===== src/rtl/branch_predictor.sv =====
// rtl/branch_predictor.sv - 2-bit saturating-counter branch direction predictor with redirect and statistics
//
// Purpose:
//   Predicts branch direction from a table of 2-bit saturating counters.
//   The table is indexed by the low PC bits. At resolve time the block
//   trains the table and counts branches and mispredicts. On a mispredict
//   it issues a one-cycle redirect to the correct target.
//
// Ports:
//   clk, reset          : single clock; synchronous active-low reset
//   fetch_valid/_pc     : lookup request
//   pred_valid/_taken   : registered prediction for the previous cycle's lookup
//   pred_pc             : echo of the looked-up PC
//   resolve_*           : actual outcome of a branch, with the prediction
//                         that was carried down the pipe
//   redirect_valid/_pc  : registered one-cycle recovery request
//   branch_count        : saturating count of resolved branches
//   mispredict_count    : saturating count of mispredicts
module branch_predictor #(
    parameter int PC_W    = 16,
    parameter int IMM_W   = 16,
    parameter int IDX_W   = 4,
    parameter int TGT_ADJ = 4,
    parameter int FT_ADJ  = 6,
    parameter int CNT_W   = 16
) (
    input  logic             clk,
    input  logic             reset,
    input  logic             fetch_valid,
    input  logic [PC_W-1:0]  fetch_pc,
    output logic             pred_valid,
    output logic             pred_taken,
    output logic [PC_W-1:0]  pred_pc,
    input  logic             resolve_valid,
    input  logic [PC_W-1:0]  resolve_pc,
    input  logic [IMM_W-1:0] resolve_imm,
    input  logic             resolve_taken,
    input  logic             resolve_pred,
    output logic             redirect_valid,
    output logic [PC_W-1:0]  redirect_pc,
    output logic [CNT_W-1:0] branch_count,
    output logic [CNT_W-1:0] mispredict_count
);

    localparam int ENTRIES = 1 << IDX_W;

    logic [1:0]       table_q [ENTRIES];
    logic [1:0]       table_d [ENTRIES];
    logic             pred_valid_q, pred_valid_d;
    logic             pred_taken_q, pred_taken_d;
    logic [PC_W-1:0]  pred_pc_q, pred_pc_d;
    logic             redirect_valid_q, redirect_valid_d;
    logic [PC_W-1:0]  redirect_pc_q, redirect_pc_d;
    logic [CNT_W-1:0] branch_count_q, branch_count_d;
    logic [CNT_W-1:0] mispredict_count_q, mispredict_count_d;

    logic [IDX_W-1:0] fetch_idx;
    logic [IDX_W-1:0] resolve_idx;
    logic             mispredict;
    logic [PC_W-1:0]  imm_ext;
    logic [PC_W-1:0]  taken_tgt;
    logic [PC_W-1:0]  fall_tgt;

    assign fetch_idx   = fetch_pc[IDX_W-1:0];
    assign resolve_idx = resolve_pc[IDX_W-1:0];
    assign mispredict  = resolve_valid && (resolve_pred != resolve_taken);

    // A width cast of a signed operand sign-extends. This also covers IMM_W == PC_W.
    assign imm_ext   = PC_W'($signed(resolve_imm));
    assign taken_tgt = resolve_pc + imm_ext - PC_W'(TGT_ADJ);
    assign fall_tgt  = resolve_pc - PC_W'(FT_ADJ);

    always_comb begin
        // Lookup reads the pre-update table. A same-cycle update to the
        // same entry is seen only by later lookups.
        pred_valid_d = fetch_valid && !mispredict;
        pred_taken_d = pred_taken_q;
        pred_pc_d    = pred_pc_q;
        if (fetch_valid) begin
            pred_taken_d = table_q[fetch_idx][1];
            pred_pc_d    = fetch_pc;
        end

        redirect_valid_d = mispredict;
        redirect_pc_d    = redirect_pc_q;
        if (mispredict) begin
            redirect_pc_d = resolve_taken ? taken_tgt : fall_tgt;
        end

        table_d = table_q;
        if (resolve_valid) begin
            if (resolve_taken && table_q[resolve_idx] != 2'b11) begin
                table_d[resolve_idx] = table_q[resolve_idx] + 2'b01;
            end else if (!resolve_taken && table_q[resolve_idx] != 2'b00) begin
                table_d[resolve_idx] = table_q[resolve_idx] - 2'b01;
            end
        end

        branch_count_d = branch_count_q;
        if (resolve_valid && branch_count_q != {CNT_W{1'b1}}) begin
            branch_count_d = branch_count_q + 1'b1;
        end

        mispredict_count_d = mispredict_count_q;
        if (mispredict && mispredict_count_q != {CNT_W{1'b1}}) begin
            mispredict_count_d = mispredict_count_q + 1'b1;
        end
    end

    always_ff @(posedge clk) begin
        if (!reset) begin
            for (int i = 0; i < ENTRIES; i++) begin
                table_q[i] <= 2'b01;
            end
            pred_valid_q       <= 1'b0;
            pred_taken_q       <= 1'b0;
            pred_pc_q          <= '0;
            redirect_valid_q   <= 1'b0;
            redirect_pc_q      <= '0;
            branch_count_q     <= '0;
            mispredict_count_q <= '0;
        end else begin
            table_q            <= table_d;
            pred_valid_q       <= pred_valid_d;
            pred_taken_q       <= pred_taken_d;
            pred_pc_q          <= pred_pc_d;
            redirect_valid_q   <= redirect_valid_d;
            redirect_pc_q      <= redirect_pc_d;
            branch_count_q     <= branch_count_d;
            mispredict_count_q <= mispredict_count_d;
        end
    end

    assign pred_valid       = pred_valid_q;
    assign pred_taken       = pred_taken_q;
    assign pred_pc          = pred_pc_q;
    assign redirect_valid   = redirect_valid_q;
    assign redirect_pc      = redirect_pc_q;
    assign branch_count     = branch_count_q;
    assign mispredict_count = mispredict_count_q;

endmodule


===== config.mk =====
export PLATFORM = sky130hd
export DESIGN_NAME = branch_predictor
export DESIGN_NICKNAME = d
export VERILOG_FILES = /design/src/rtl/branch_predictor.sv
export SDC_FILE = /design/constraint.sdc
export NUM_CORES = 1
export LEC_CHECK = 0
export CAP_MARGIN = 20
export CORE_MARGIN = 2
export CORE_UTILIZATION = 30
export DETAILED_ROUTE_END_ITERATION = 12
export DONT_BUFFER_PORTS = 1
export GPL_ROUTABILITY_DRIVEN = 0
export PLACE_DENSITY = 0.41
export SLEW_MARGIN = 20
export SYNTH_ARGS = -nofsm -noshare
export SYNTH_HDL_FRONTEND = slang
export SYNTH_SLANG_ARGS = --single-unit

===== constraint.sdc =====
create_clock -name clk -period 4.15 [get_ports clk]
set_clock_uncertainty 0.2 [all_clocks]
set_input_delay 1.245 -clock clk [delete_from_list [all_inputs] [get_ports clk]]
set_output_delay 1.245 -clock clk [all_outputs]
set_load 0.03 [all_outputs]

=== After elaboration in Yosys (flattened, before gate mapping) ===
Cells that the tools add are included.

* Add/subtract/negate cells: 7
* Multiply operators: 0
* Div/mod/pow operators: 0
* $lt $le $gt $ge: 3
* Equality and inequality tests: 4
* Shifts and indexed selects: 0
* Mux-type cells: 13
* Bitwise gates (word level): 2
* Reduce and logical (&&, ||, !) cells: 12

{| class="wikitable"
|+ Operators with widths
! operator !! count
|-
| $bwmux W32 || 2
|-
| $mux W32 || 2
|-
| $add A16 B1 Y16 const B || 2
|-
| $ne A16 B16 Y1 const B || 2
|-
| $sub A16 B3 Y16 const B || 2
|-
| $add A16 B16 Y16 || 1
|-
| $bmux W2 S4 || 2
|-
| $mux W16 || 1
|-
| $ge A5 B5 Y1 const B || 2
|-
| $mux W2 || 5
|-
| $not A4 Y5 || 2
|-
| $demux W2 S4 || 1
|-
| $logic_and A1 B1 Y1 || 7
|-
| $lt A5 B1 Y1 const B || 1
|-
| $reduce_bool A2 Y1 || 2
|-
| $add A2 B1 Y2 const B || 1
|-
| $logic_not A1 Y1 || 2
|-
| $ne A2 B2 Y1 const B || 1
|-
| $reduce_and A2 Y1 || 1
|-
| $sub A2 B1 Y2 const B || 1
|-
| $ne A1 B1 Y1 || 1
|}

* Bits in registers: 99
* Bits in latches: 0
* Bits in writable memories: 0
* Bits in read-only memories: 0
* Input port bits: 54
* Output and inout port bits: 67
* Memories: 0

=== Depth between registers and ports, before layout ===
* Word-level depth: 8
* Mapped depth: 15

=== Worst setup path before layout ===
No wires, ideal clock.

* Path type: input to register
* From: in resolve_pc[0]
* To: reg table_q[29] in the netlist's numbering
* Setup time: 116 ps
* Data arrival time: 3748 ps
* Required time: 3834 ps
* Path slack: 86 ps
* Cell stages on the path: 11
* Path buffers: 2
* Cells stage by stage: buf_4 > mux4_2 > mux4_2 > ha_1 > nor2b_1 > o21ai_1 > or3_1 > clkbuf_1 > nor3_2 > mux2i_1 > nor2b_1

* Cells in the longest elaborated chain, start to end: 8
* Elaborated cells on any way between the ends: 21
* Classes of those cells: add/sub (2); order compare (2); eq/ne (1); mux (9); bitwise (1); reduce/logical (6)

{| class="wikitable"
|+ RTL lines
! what !! line !! RTL
|-
| start: declaration || 35 || <nowiki>input logic [PC_W-1:0] resolve_pc,</nowiki>
|-
| $not A4 Y5 (implied by the code) (*) || n/a ||
|-
| $bmux W2 S4 (tied with other cells) || n/a ||
|-
| $mux W2 (implied by the code) / $logic_and A1 B1 Y1 (equally long branches) || n/a ||
|-
| $mux W2, on equally long branches || n/a ||
|-
| $sub A2 B1 Y2 (tied with other cells) || 95 || <nowiki>table_d[resolve_idx] = table_q[resolve_idx] - 2'b01;</nowiki>
|-
| $bwmux W32 (tied with other cells) || 95 ||
|-
| $mux W32 / $reduce_bool A2 Y1 (equally long branches) || n/a ||
|-
| $mux W32 / $reduce_and A2 Y1 (equally long branches) || n/a ||
|-
| end signal: assignment || 123 || <nowiki>table_q <= table_d;</nowiki>
|-
| end: declaration || 47 || <nowiki>logic [1:0] table_q [ENTRIES];</nowiki>
|}

Mark *: on every way between the ends. The rest lies on a longest branch, timed or not. The select of a mux whose other input is x is not followed.
A chain may end at the register's enable or synchronous reset.

=== Worst setup path after layout ===
Ends and elaborated chain as after synthesis.

==> results.cfg <==
[global_route]
grt_usage_pct = 15.0
grt_pass1_vias = 4799
gr-total-overflow = 0
antenna_found_initial = 0
grt_max_degree = 108
grt_pass1_wl_mm = 25.7

[critical_path]
rr_worst_depth = 9
critPathLaunchType = input pin
cp-end-kind = register
cpMaxStageDelayCell = nor2_1
arrival_ns = 3.73
r2r_start = table_q[9]
reg2reg_slack_ns = 1.07
r2r-end = table_q[29]
worst-path-stages = 13
cpMostUsedCell = nor2_1
worst-path-max-fanout = 12
crit_chain = mux4_2 > nor2_1 > nor2_1 > nor2_1 > nor2_1 > inv_1 > ha_1 > nor2_1 > o21ai_1 > or3_1 > nor3_2 > mux2i_1 > nor2b_1
path_buf_inv = 1
critical_path_required_ns = 4.19
cp_top_family = simple AND/OR/NAND/NOR gates
critPathCapture = table_q[29]
crit_path_max_incr_delay_ns = 0.50
cp-startpoint = resolve_pc[0]
worstSetupPathType = input pin to register

[logic_synthesis]
syn_nets = 787
synthCells = 698
ys.flop_type = dfxtp_1
yosys.area.top_type = dfxtp_1
synth_warnings = 0
syn_avg_cell_area_um2 = 8.60
async_reset_ff_share_pct = 0
synth-edff-count = 0
seq_area_frac_synth_pct = 33.0
synth.area.top_cells = dfxtp_1, ha_1, mux4_2
synthesis.area_um2 = 6010
synth_seq_cells = 99
yosysTopAreaCellShare_pct = 33.0
ys_types = 59

[pwr]
ir_drop_mv = 0.198
cellPowerDensity_nw_per_um2 = 340
p_leak_uw = 0.00264

[routing]
via_per_inst = 5.15
vias = 4911
drt_pre_antenna_iters = 4
drt_iter0_markers = 247
drtAntennaViolNets = 0
wire_per_inst_um = 16.6
drc = 0
totalWireLength_mm = 15.8

[sta]
final.setup.tns_ns = 0
final-setup-viol-count = 0
post-route-min-period_ns = 3.69
slew_viol_final = 0
finalWorstSetupSlack_ns = 0.458
relSlewSlack_pct = 55.8
fin_crit_sh_pct = 89.0
hold_violations = 0
worst_pin_slew_ns = 0.657
timing.fmax_mhz = 271
rsz0062_at_grt = no
hold_ws_ns = 0.309

[clock_network]
cts.sinks = 99
cts_buffers = 9
cts_max_level = 3
cts_tree = done
cts_resized = 0
clk_latency_ns = 0.35
cts_root_buf = clkbuf_16
ctsLongestPathBuffers = 2
postCtsSetupBuffers = 0
cts_hold_buf = 0
path_clk_slew_ns = 0.07

[finish]
syn2layout_area_growth_pct = 8.79
nets = 773
final_cell_mix = dfxtp_1, inv_1, nand2_1, nor2_1, ha_1
antenna_cells = 0
mostFrequentLayoutCell = dfxtp_1
drive_above_1_share_pct = 6.39

[worst_hold_path]
hp-class = register to register

[outcome]
outcome = finished clean

[job]
max_cap_viol_count = 0

[placed_design]
numPortBuffers = 0
dp_hpwl_mm = 11.8
post-place-ws_ns = 0.136

[floorplan]
rows = 51
core_area_um2 = 19500
io_pins = 121
die-height_um = 145
dieArea_um2 = 21200
start_util_pct = 30.8
die_w_um = 145
==> report_power, final <==
group / leakage (uW) / internal [uW] / switching, uW
logic: 0.00170 / 150 / 185
registers: 0.000805 / 982 / 82.9
clock network: 0.000131 / 414 / 404
total: 0.00264 / 1550 / 672
==> cell type report <==
class / instances / area (um^2)
Clock buffer: 10 / 229
Clock inverter: 6 / 48.8
Fill cell: 2070 / 13000
Inverter: 65 / 244
Multi-Input combinational cell: 502 / 3650
Sequential cell: 99 / 1980
Tap cell: 265 / 332
Timing Repair Buffer: 7 / 52.6
==> worst min-delay path by stage <==
stage	from	endpoint	slack [ns]	depth (start not counted)
final	table_q[1]	table_q[1]	0.31	2
after global routing	register	register	0.33	2
after CTS	register	register	0.31	2
after detailed placement	register	register	0.30	2
after global placement	register	register	0.30	2
after floorplan	table_q[31]	table_q[31]	0.25	2
==> synth_stat cells, drive strengths merged, types with 8 or more instances <==
master,n
a21boi,11
a21oi,18
a32oi,16
and2,24
and3,10
buf,12
clkbuf,20
dfxtp,99
ha,34
inv,64
mux2i,27
mux4,14
nand2,56
nand2b,8
nand3,25
nand4,12
nor2,51
nor2b,33
nor3,13
nor4,8
o21ai,34
xnor2,29
xor2,18
==> stage by stage <==
step | area, um^2 | std cells | utilization (%) | power, uW
floorplan | 6010 | 698 | - | 1370
global placement | 6260 | 938 | 32.0 | 1420
detailed placement | 6260 | 938 | 32.0 | 1420
CTS | 6530 | 954 | 33.5 | 2260
global route | 6530 | 954 | 33.5 | 2340
finish | 6530 | 954 | 33.5 | 2220
==> cell families (layout without fill, tap and decap cells) <==
kind of cell / Yosys count / in the layout / share of synthesized area, %
AOI/OAI and AO/OA: 123 / 123 / 14.3
xor gates and xnor gates: 47 / 47 / 6.85
adders and majority gates: 35 / 35 / 7.42
buffers and inverters: 97 / 88 / 6.29
DFF: 99 / 99 / 33.0
muxes: 41 / 41 / 9.75
and+or+nand+nor: 256 / 256 / 22.4
==> worst register-to-register path, cell delays in order, from the launching register on <==
cell and delay, ns:
dfxtp_1 0.34, mux4_2 0.47, mux4_2 0.49, ha_1 0.19, nor2b_1 0.22, o21ai_1 0.14
or3_1 0.45, nor3_2 0.21, mux2i_1 0.21, nor2b_1 0.06
==> per-layer routing <==
| metal | up-vias | share of wire [%] | track usage [%] |
|---|---|---|---|
| li1 | 2428 | - | - |
| met1 | 2376 | 45 | 19.1 |
| met2 | 97 | 49 | 25.3 |
| met3 | 10 | 5.5 | 4.33 |
| met4 | 0 | 0.92 | 3.19 |
| met5 | - | 0 | 0 |
No activity file was read; power rests on OpenSTA's default activity.
